<file path="src/rtl/sr_latch_driver.sv">
// Drives an active-low SR latch with timed pulses and checks Q/Qbar feedback.
// Define SR_FORBID_EN to drive cmd=11 (both low) instead of rejecting it.
module sr_latch_driver #(
    parameter int SETTLE_CYC = 2
) (
    input  logic       clk,
    input  logic       rst,
    input  logic       cmd_valid,
    input  logic [1:0] cmd,
    input  logic [7:0] pulse_len,
    output logic       cmd_ready,
    output logic       S_n,
    output logic       R_n,
    input  logic       q,
    input  logic       qbar,
    output logic       done,
    output logic       err,
    output logic       busy
);

    typedef enum logic [1:0] {
        IDLE,
        DRIVE,
        SETTLE,
        CHECK
    } state_t;

    localparam int SW = (SETTLE_CYC > 1) ? $clog2(SETTLE_CYC + 1) : 1;

    state_t        state_q, state_d;
    logic [7:0]    cnt_q, cnt_d;
    logic [SW-1:0] scnt_q, scnt_d;
    logic [1:0]    cmd_q, cmd_d;
    logic          qlat_q, qlat_d;
    logic          sn_q, sn_d;
    logic          rn_q, rn_d;
    logic          mism;
`ifdef SR_FORBID_EN
    logic          fbad_q, fbad_d;
`endif

    always_ff @(posedge clk) begin
        if (rst) begin
            state_q <= IDLE;
            cnt_q   <= 8'd0;
            scnt_q  <= '0;
            cmd_q   <= 2'b00;
            qlat_q  <= 1'b0;
            sn_q    <= 1'b1;
            rn_q    <= 1'b1;
`ifdef SR_FORBID_EN
            fbad_q  <= 1'b0;
`endif
        end else begin
            state_q <= state_d;
            cnt_q   <= cnt_d;
            scnt_q  <= scnt_d;
            cmd_q   <= cmd_d;
            qlat_q  <= qlat_d;
            sn_q    <= sn_d;
            rn_q    <= rn_d;
`ifdef SR_FORBID_EN
            fbad_q  <= fbad_d;
`endif
        end
    end

    always_comb begin
        state_d = state_q;
        cnt_d   = cnt_q;
        scnt_d  = scnt_q;
        cmd_d   = cmd_q;
        qlat_d  = qlat_q;
`ifdef SR_FORBID_EN
        fbad_d  = fbad_q;
`endif
        unique case (state_q)
            IDLE: begin
                if (cmd_valid) begin
                    cmd_d   = cmd;
                    qlat_d  = q;
                    cnt_d   = (pulse_len == 8'd0) ? 8'd1 : pulse_len;
                    state_d = DRIVE;
`ifndef SR_FORBID_EN
                    if (cmd == 2'b11) state_d = CHECK;
`endif
                end
            end
            DRIVE: begin
                if (cnt_q <= 8'd1) begin
                    scnt_d  = SW'(SETTLE_CYC);
                    state_d = (SETTLE_CYC == 0) ? CHECK : SETTLE;
`ifdef SR_FORBID_EN
                    // forbidden drive is judged while both inputs are still low
                    fbad_d  = ~(q & qbar);
`endif
                end else begin
                    cnt_d = cnt_q - 8'd1;
                end
            end
            SETTLE: begin
                if (scnt_q <= SW'(1)) state_d = CHECK;
                else scnt_d = scnt_q - SW'(1);
            end
            CHECK: state_d = IDLE;
            default: state_d = IDLE;
        endcase

        sn_d = 1'b1;
        rn_d = 1'b1;
        if (state_d == DRIVE) begin
            sn_d = ~cmd_d[0];
            rn_d = ~cmd_d[1];
        end
    end

    always_comb begin
        mism = 1'b0;
        unique case (cmd_q)
            2'b00: mism = (q != qlat_q) || (qbar != ~qlat_q);
            2'b01: mism = ~(q & ~qbar);
            2'b10: mism = ~(~q & qbar);
            2'b11: begin
`ifdef SR_FORBID_EN
                mism = fbad_q;
`else
                mism = 1'b1;
`endif
            end
        endcase
    end

    assign cmd_ready = (state_q == IDLE);
    assign busy      = ~cmd_ready;
    assign S_n       = sn_q;
    assign R_n       = rn_q;
    assign done      = (state_q == CHECK);
    assign err       = done & mism;

endmodule

</file>
<file path="config.mk">
export PLATFORM = sky130hd
export DESIGN_NAME = sr_latch_driver
export DESIGN_NICKNAME = d
export VERILOG_FILES = /design/src/rtl/sr_latch_driver.sv
export SDC_FILE = /design/constraint.sdc
export NUM_CORES = 1
export LEC_CHECK = 0
export ABC_AREA = 1
export CAP_MARGIN = 0
export CORE_ASPECT_RATIO = 1.5
export CORE_MARGIN = 5
export CORE_UTILIZATION = 50
export DETAILED_ROUTE_END_ITERATION = 16
export PLACE_DENSITY = 0.78
export SYNTH_ARGS = -nofsm -noshare
export SYNTH_HDL_FRONTEND = slang
export SYNTH_SLANG_ARGS = --single-unit
</file>
<file path="constraint.sdc">
create_clock -name clk -period 1.8 [get_ports clk]
set_clock_uncertainty 0.05 [all_clocks]
set_input_delay 0.27 -clock clk [delete_from_list [all_inputs] [get_ports clk]]
set_output_delay 0.27 -clock clk [all_outputs]
set_load 0.05 [all_outputs]
</file>
Word level (Yosys, flattened, before mapping)
Index checks and enable logic that the tools add are counted.

word-level totals
  input port bits = 15
  register bits after elaboration = 17
  output and inout bits = 6

operators by class
  reductions and logical operators = 10
  $add $sub $neg = 2
  bitwise operators = 12
  $lt $le $gt $ge = 2
  eq/ne operators = 14
  muxes and demuxes = 15

operators by type and width
  cell                 count
  $mux 8               3
  $mux 2               8
  $pmux 8 s2           1
  $eq 2x2->1 const B   5
  $not 1->1            9
  $le 8x1->1 const B   1
  $logic_not 8->1      1
  $ne 2x2->1 const B   4
  $pmux 2 s4           1
  $sub 8x1->8 const B  1
  $eq 2x1->1 const B   3
  $reduce_and 3->1     2
  $logic_not 2->1      2
  $pmux 1 s4           1
  $pmux 2 s2           1
  $reduce_bool 2->1    2
  $and 1x1->1          3
  $le 2x1->1 const B   1
  $ne 1x1->1           2
  $reduce_and 2->1     1
  $reduce_or 2->1      1
  $sub 2x1->2 const B  1
  $logic_or 1x1->1     1

Logic depth before layout (Yosys ltp)
Gate-level depths: netlist of run 1.

  word-level depth = 7
  gate-level depth with buffers = 11

Least setup slack after synthesis of run 1
No wires, ideal clock.

  path type = flip-flop to output port
  start = register cmd_q[0]
  end = output err
  stages on the path, launching flop included = 5
  data arrival time = 1.539 ns
  setup slack = -0.059 ns
  cells stage by stage = dfxtp_1 inv_1 nand3_1 a21oi_1 nor3_1

on the way
  cells in the longest elaborated chain, start to end = 3
  elaborated cells between the ends (all ways) = 6

ends and longest elaborated chain
  element                                   RTL line  text
  start, declared                           33        logic [1:0] cmd_q, cmd_d;
  start signal, assigned                    58        cmd_q <= cmd_d;
  $eq 2x2->1, or another cell as far along  119       unique case (cmd_q)
  $pmux 1 s4 *                              119
  $and 1x1->1 *                             138       assign err = done & mism;
  end, declared                             17        output logic err,

Mark *: on every way between the ends. The rest lies on a longest branch, timed or not.

Worst setup path in the final report of run 1
  start = register rn_q (netlist: R_n)
  end = output R_n

RTL lines
  element                 RTL line  text
  start, declared         36        logic rn_q, rn_d;
  start signal, assigned  61        rn_q <= rn_d;
  end, declared           13        output logic R_n,

No word-level cell between the ends.

==> impl_metrics.csv, run 1 <==
group,metric,value,unit
critical_path,cp.arrival,1420,ps
logic_synthesis,syn-num-nets,176,
min_path,worst_hold_path.endpoint,"cnt_q[6]$_SDFFE_PP0P_",
final_layout,layout-drive-gt1-share,12.7,%
timing,tightest_slew,500,ps
logic_synthesis,mappedNetlistArea,1020,sq um
routing,routed_wire_length_per_instance,11.8,microns
die,design.portCount,21,
placement,routabilityCongestion,0.870,
timing,drv_slew,0,
min_path,hold_path_startpoint,"cnt_q[6]$_SDFFE_PP0P_",
final_layout,area_growth_syn_to_layout,25.2,%
cts,cts_root_buffer,"clkbuf_4",
timing,final.min_clock_period,1740,ps
global_routing,overflow,0,
cts,clock_sinks,17,
logic_synthesis,synth.ff_latch_count,17,
routing,final_antenna_net_count,0,
global_routing,wire_length_of_the_first_global_routing_pass,4.24,mm
cts,h_tree_depth,1,
logic_synthesis,share_of_the_synthesized_area_in_the_top_cell_type,33.4,%
die,floorplan.die_area,3060,sq um
outcome,run_status,"finished clean",
critical_path,worst_setup_path_start_kind,"flip-flop",
global_routing,vias_in_the_first_global_route,1127,
global_routing,globalRouteTotalUtil,18.5,%
min_path,hold_path_depth,2,
die,floorplan.initialDensity,50.9,%
timing,count_of_final_setup_violators,0,
timing,final_min_period_over_clock_period,96.9,%
critical_path,path_cells,"clkdlybuf4s50_1",
critical_path,critPathKind,"reg2out",
die,rows,20,
final_layout,finalNetCount,200,
final_layout,layout_commonest_cell,"inv_1",
critical_path,worstRegToRegCells,8,
timing,grt_setup_unrepaired,"no",
critical_path,cp-end-kind,"output pin",
critical_path,reg2reg_launch_point,"cnt_q[0]$_SDFFE_PP0P_",
placement,portBuffers,20,
critical_path,slowest_stage,"clkdlybuf4s50_1",
routing,drc_marker_count_from_the_first_detailed_route_iteration,16,
cts,cts-hold-fix-buffers,0,
timing,slew-limit-headroom,66.5,%
routing,via_count,1054,
die,coreArea,2000,sq um
cts,cts_setup_buffers,0,
logic_synthesis,yosysUniqueCellTypes,24,
timing,total_neg_setup_slack,0,ps
pwr,ir_drop,0.863,mV
cts,max-clock-path-buffers,2,
routing,vias_per_cell,5.19,
cts,cts_inserted_buffers,3,
routing,totalWireLength,2.39,mm
critical_path,worst-path-max-fanout,1,
final_layout,num_antenna_cells,0,
critical_path,worstReg2RegEnd,"S_n$_SDFF_PP1_",
logic_synthesis,synthCells,158,
critical_path,cp_top_family,"buffers and inverters",
global_routing,pin_count_of_the_biggest_net_entering_global_routing,13,
timing,timing_hold_violations_final,0,
logic_synthesis,synth_top_cells_by_area,"dfxtp_1 (33%), inv_1 (9.6%), nand2_1 (9.2%)",
logic_synthesis,synth_top_cell_by_area,"dfxtp_1",
critical_path,cp_data_required_time,1480,ps
logic_synthesis,yosysSeqAreaShare,33.4,%
cts,post_cts_resize_count,0,
die,dieHeight,65.3,microns
timing,max_clock_freq,0.573,GHz
final_layout,most-common-layout-cells,"inv_1 (26), nand2_1 (25), nor2_1 (22)",
logic_synthesis,synth_warnings,0,
logic_synthesis,postSynthAreaPerCell,6.45,sq um
routing,detail_route.drc_violations,0,
pwr,p_per_area,1400,nW/um^2
critical_path,cp_slowest_stage_delay,800,ps
cts,clock_tree_from_tritoncts,"built",
pwr,leakagePower,0.611,nW
placement,detailedPlacementHpwl,1.94,mm
routing,detailedRoute.firstPassIterationCount,5,
die,die_w,46.9,microns
critical_path,timing.critical_path.buf_inv,1,
placement,dpl.cell_count,199,
flow_run,timing.max_cap.violations,0,
cts,clk_latency,290,ps
global_routing,antenna_found_initial,0,
final_layout,stdcell_count,203,
min_path,hp-class,"reg2reg",
cts,worst_setup_hold_path_clk_slew,90,ps
critical_path,regToRegSetupSlack,220,ps
## flip-flops by register name (all words and copies together) (netlist names)
signal and flops:
cnt_q 8, cmd_q 2, scnt_q 2, state_q 2, R_n 1, S_n 1, qlat_q 1
## metrics by stage
step | util (%) | hold slack, ps | setup slack (ps) | power (mW) | area (sq um)
5_1_grt | 63.7 | 479 | 10.2 | 1.97 | 1280
2_1_floorplan | - | 372 | 184 | 1.35 | 1020
4_1_cts | 63.7 | 439 | 51.0 | 1.79 | 1280
3_3_place_gp | 62.4 | 417 | 189 | 1.55 | 1250
3_5_place_dp | 62.4 | 426 | 157 | 1.59 | 1250
6_report | 63.7 | 441 | 55.4 | 1.78 | 1280
## synth_stat cells
| library cell | number |
|---|---|
| nor4_1 | 1 |
| inv_2 | 3 |
| nand3_1 | 13 |
| a21oi_1 | 13 |
| ha_1 | 3 |
| nor2_2 | 3 |
| nand4_1 | 2 |
| nand2_4 | 2 |
| o22ai_1 | 1 |
| dfxtp_1 | 17 |
| clkbuf_1 | 1 |
| nor2_1 | 22 |
| buf_2 | 1 |
| buf_6 | 1 |
| nor2_4 | 1 |
| nand2_2 | 4 |
| o21ai_1 | 3 |
| o21ai_0 | 11 |
| o21bai_1 | 1 |
| o211ai_1 | 1 |
| inv_1 | 26 |
| nand2_1 | 25 |
| nor3_1 | 2 |
| xor2_1 | 1 |
## metal layers
metal | vias up | track usage (%) | part of all wire, %
met5 | - | 0 | 0
met4 | 0 | 11.8 | 3.5
met3 | 9 | 2.74 | 5.2
li1 | 548 | - | -
met2 | 32 | 32.5 | 52
met1 | 465 | 18.9 | 39
## power breakdown
group          switching [mW]  internal, mW  leakage [nW]
combinational           0.662         0.351         0.456
clock                   0.115        0.0863        0.0150
sequential             0.0884         0.480         0.140
## logic make-up (layout without fill, tap and decap cells)
| group | after synthesis | in the layout | synth area share (%) |
|---|---|---|---|
| and+or+nand+nor | 75 | 75 | 34.1 |
| AOI/OAI and AO/OA | 30 | 30 | 15.3 |
| DFF | 17 | 17 | 33.4 |
| adders and majority gates | 3 | 3 | 3.68 |
| xor gates and xnor gates | 1 | 1 | 0.859 |
| buffers and inverters | 32 | 55 | 12.6 |
## area by class of cell
class / count / area [sq um]
clock buffers: 4 / 26.3
inverters: 29 / 109
fillers: 203 / 726
flip-flops and latches: 17 / 340
repair buffers: 22 / 218
multi-input cells: 109 / 556
well taps: 22 / 27.5
## worst max-delay path by stage
| stage | depth (start not counted) | end | startpoint | slack, ps |
|---|---|---|---|---|
| finish | 1 | R_n | R_n$_SDFF_PP1_ | 60 |
| global route | 5 | err | q | 10 |
| CTS | 1 | R_n | R_n$_SDFF_PP1_ | 50 |
| detailed placement | 5 | err | q | 160 |
| global placement | 5 | err | q | 190 |
| floorplan | 5 | S_n$_SDFF_PP1_ | state_q[1]$_SDFF_PP0_ | 180 |
Note: power is estimated with default switching activity, not from simulation.
==> run 2: changes to the inputs <==
--- a/config.mk
+++ b/config.mk
@@ -8,8 +8,9 @@
 export ABC_AREA = 1
 export CAP_MARGIN = 0
 export CORE_ASPECT_RATIO = 1.5
-export CORE_MARGIN = 5
+export CORE_MARGIN = 4
 export CORE_UTILIZATION = 50
+export CTS_CLUSTER_DIAMETER = 100
 export DETAILED_ROUTE_END_ITERATION = 16
 export PLACE_DENSITY = 0.78
 export SYNTH_ARGS = -nofsm -noshare
==> run 2 against run 1 <==
- routed wire length down 2.4%
- worst setup slack better by 7.9 ps
- global-route usage up 0.063 points
- die area shrank 7.2%
==> impl_metrics.csv, run 2 (synthesis gave the netlist of run 1 again) <==
group,metric,value,unit
global_routing,overflow,0,
final_layout,layout-drive-gt1-share,12.7,%
timing,count_of_final_setup_violators,0,
min_path,hold_path_depth,2,
pwr,leakagePower,0.611,nW
flow_run,timing.max_cap.violations,0,
die,die_w,44.9,microns
final_layout,stdcell_count,202,
final_layout,finalNetCount,200,
final_layout,largest_register_ff_count,8,
global_routing,pin_count_of_the_biggest_net_entering_global_routing,13,
pwr,ir_drop,0.981,mV
critical_path,critPathKind,"reg2out",
critical_path,critical_path_depth,1,
global_routing,antenna_found_initial,0,
placement,detailed_place.area,1250,sq um
final_layout,most-common-layout-cells,"inv_1 (26), nand2_1 (25), nor2_1 (22)",
final_layout,multiInputGateArea,556,sq um
critical_path,slowest_stage,"clkdlybuf4s50_1",
cts,cts_inserted_buffers,3,
routing,via_count,1056,
critical_path,worst_setup_path_start_kind,"flip-flop",
critical_path,worstReg2RegEnd,"S_n$_SDFF_PP1_",
critical_path,cp-end-kind,"output pin",
die,floorplan.initialDensity,54.3,%
cts,post_cts_resize_count,0,
global_routing,globalRouteTotalUtil,18.5,%
cts,worst_setup_hold_path_clk_slew,90,ps
cts,cts_root_buffer,"clkbuf_4",
cts,cts_setup_buffers,0,
critical_path,regToRegSetupSlack,210,ps
placement,portBuffers,20,
cts,clock_sinks,17,
global_routing,wire_length_of_the_first_global_routing_pass,4.15,mm
routing,detail_route.drc_violations,0,
critical_path,cp_top_family,"buffers and inverters",
die,design.portCount,21,
timing,total_neg_setup_slack,0,ps
final_layout,final_core_util,67.9,%
critical_path,path_cells,"clkdlybuf4s50_1",
critical_path,reg2reg_launch_point,"cnt_q[0]$_SDFFE_PP0P_",
final_layout,num_antenna_cells,0,
final_layout,fillerInstances,173,
timing,timing_hold_violations_final,0,
critical_path,worst-path-max-fanout,1,
placement,routabilityCongestion,0.822,
cts,h_tree_depth,1,
routing,detailedRoute.firstPassIterationCount,4,
critical_path,cp_slowest_stage_delay,810,ps
cts,clk_latency,280,ps
cts,cts-hold-fix-buffers,0,
min_path,hp-class,"reg2reg",
timing,slew-limit-headroom,65.7,%
routing,final_antenna_net_count,0,
final_layout,area_of_all_sequential_standard_cells,340,sq um
final_layout,regMostFlops,"cnt_q",
final_layout,area_growth_syn_to_layout,25.0,%
cts,max-clock-path-buffers,2,
critical_path,cp_data_required_time,1480,ps
final_layout,post_route_cell_area,1270,sq um
final_layout,layout_commonest_cell,"inv_1",
die,rows,19,
min_path,hold_path_startpoint,"cnt_q[6]$_SDFFE_PP0P_",
routing,drc_marker_count_from_the_first_detailed_route_iteration,24,
timing,final.min_clock_period,1740,ps
die,floorplan.die_area,2840,sq um
die,dieHeight,63.3,microns
cts,clock_tree_from_tritoncts,"built",
timing,tightest_slew,513,ps
timing,final_min_period_over_clock_period,96.5,%
placement,detailedPlacementHpwl,1.90,mm
die,coreArea,1880,sq um
timing,max_clock_freq,0.576,GHz
critical_path,timing.critical_path.buf_inv,1,
min_path,worst_hold_path.endpoint,"cnt_q[6]$_SDFFE_PP0P_",
critical_path,worstRegToRegCells,8,
timing,drv_slew,0,
global_routing,vias_in_the_first_global_route,1046,
pwr,p_per_area,1390,nW/um^2
routing,totalWireLength,2.33,mm
placement,dpl.cell_count,198,
routing,routed_wire_length_per_instance,11.5,microns
outcome,run_status,"finished clean",
timing,grt_setup_unrepaired,"no",
critical_path,cp.arrival,1420,ps
routing,vias_per_cell,5.23,
## run 2: cell counts in the layout (fill, tap and decap cells not counted)
Identical to the previous run, type by type.
## run 2: worst max path at each step
stage                           from  slack (ps)        endpoint
4_1_cts               R_n$_SDFF_PP1_          50             R_n
6_report              R_n$_SDFF_PP1_          60             R_n
5_1_grt               R_n$_SDFF_PP1_           5             R_n
2_1_floorplan  state_q[1]$_SDFF_PP0_         180  S_n$_SDFF_PP1_
3_5_place_dp                       q         110             err
3_3_place_gp                       q         190             err
## run 2: stage by stage
stage | setup WS, ps | total power, mW | hold slack, ps
final | 63.3 | 1.77 | 432
after floorplan | 184 | 1.35 | 372
after global placement | 189 | 1.55 | 414
after CTS | 54.9 | 1.78 | 436
after global routing | 4.66 | 1.94 | 472
after detailed placement | 111 | 1.58 | 422
## run 2: layout make-up
class | instances | area share [%]
clock buffer | 4 | 2.06
inverter | 29 | 8.54
sequential | 17 | 26.7
multi-input combinational | 109 | 43.6
timing repair buffer | 22 | 17.1
tap | 21 | 2.06
## run 2: routing by layer
metal | GRT usage (%) | part of all wire [%] | routed length (microns)
met4 | 8.06 | 1.3 | 31
met2 | 34.5 | 55 | 1280
met1 | 19.2 | 39 | 909
met5 | 0 | 0 | 0
met3 | 2.56 | 4.6 | 107
## run 2: where the power goes
part	leakage [nW]	switching, mW	internal (mW)	total (mW)
registers	0.140	0.0886	0.480	0.569
clock network	0.0150	0.110	0.0860	0.196
logic	0.456	0.655	0.352	1.01
==> run 3: changes to the inputs <==
--- a/config.mk
+++ b/config.mk
@@ -6,7 +6,7 @@
 export NUM_CORES = 1
 export LEC_CHECK = 0
 export ABC_AREA = 1
-export CAP_MARGIN = 0
+export CAP_MARGIN = 40
 export CORE_ASPECT_RATIO = 1.5
 export CORE_MARGIN = 4
 export CORE_UTILIZATION = 50
==> results of run 3 <==
The final DEF is identical to that of run 2; final timing and power are the same.
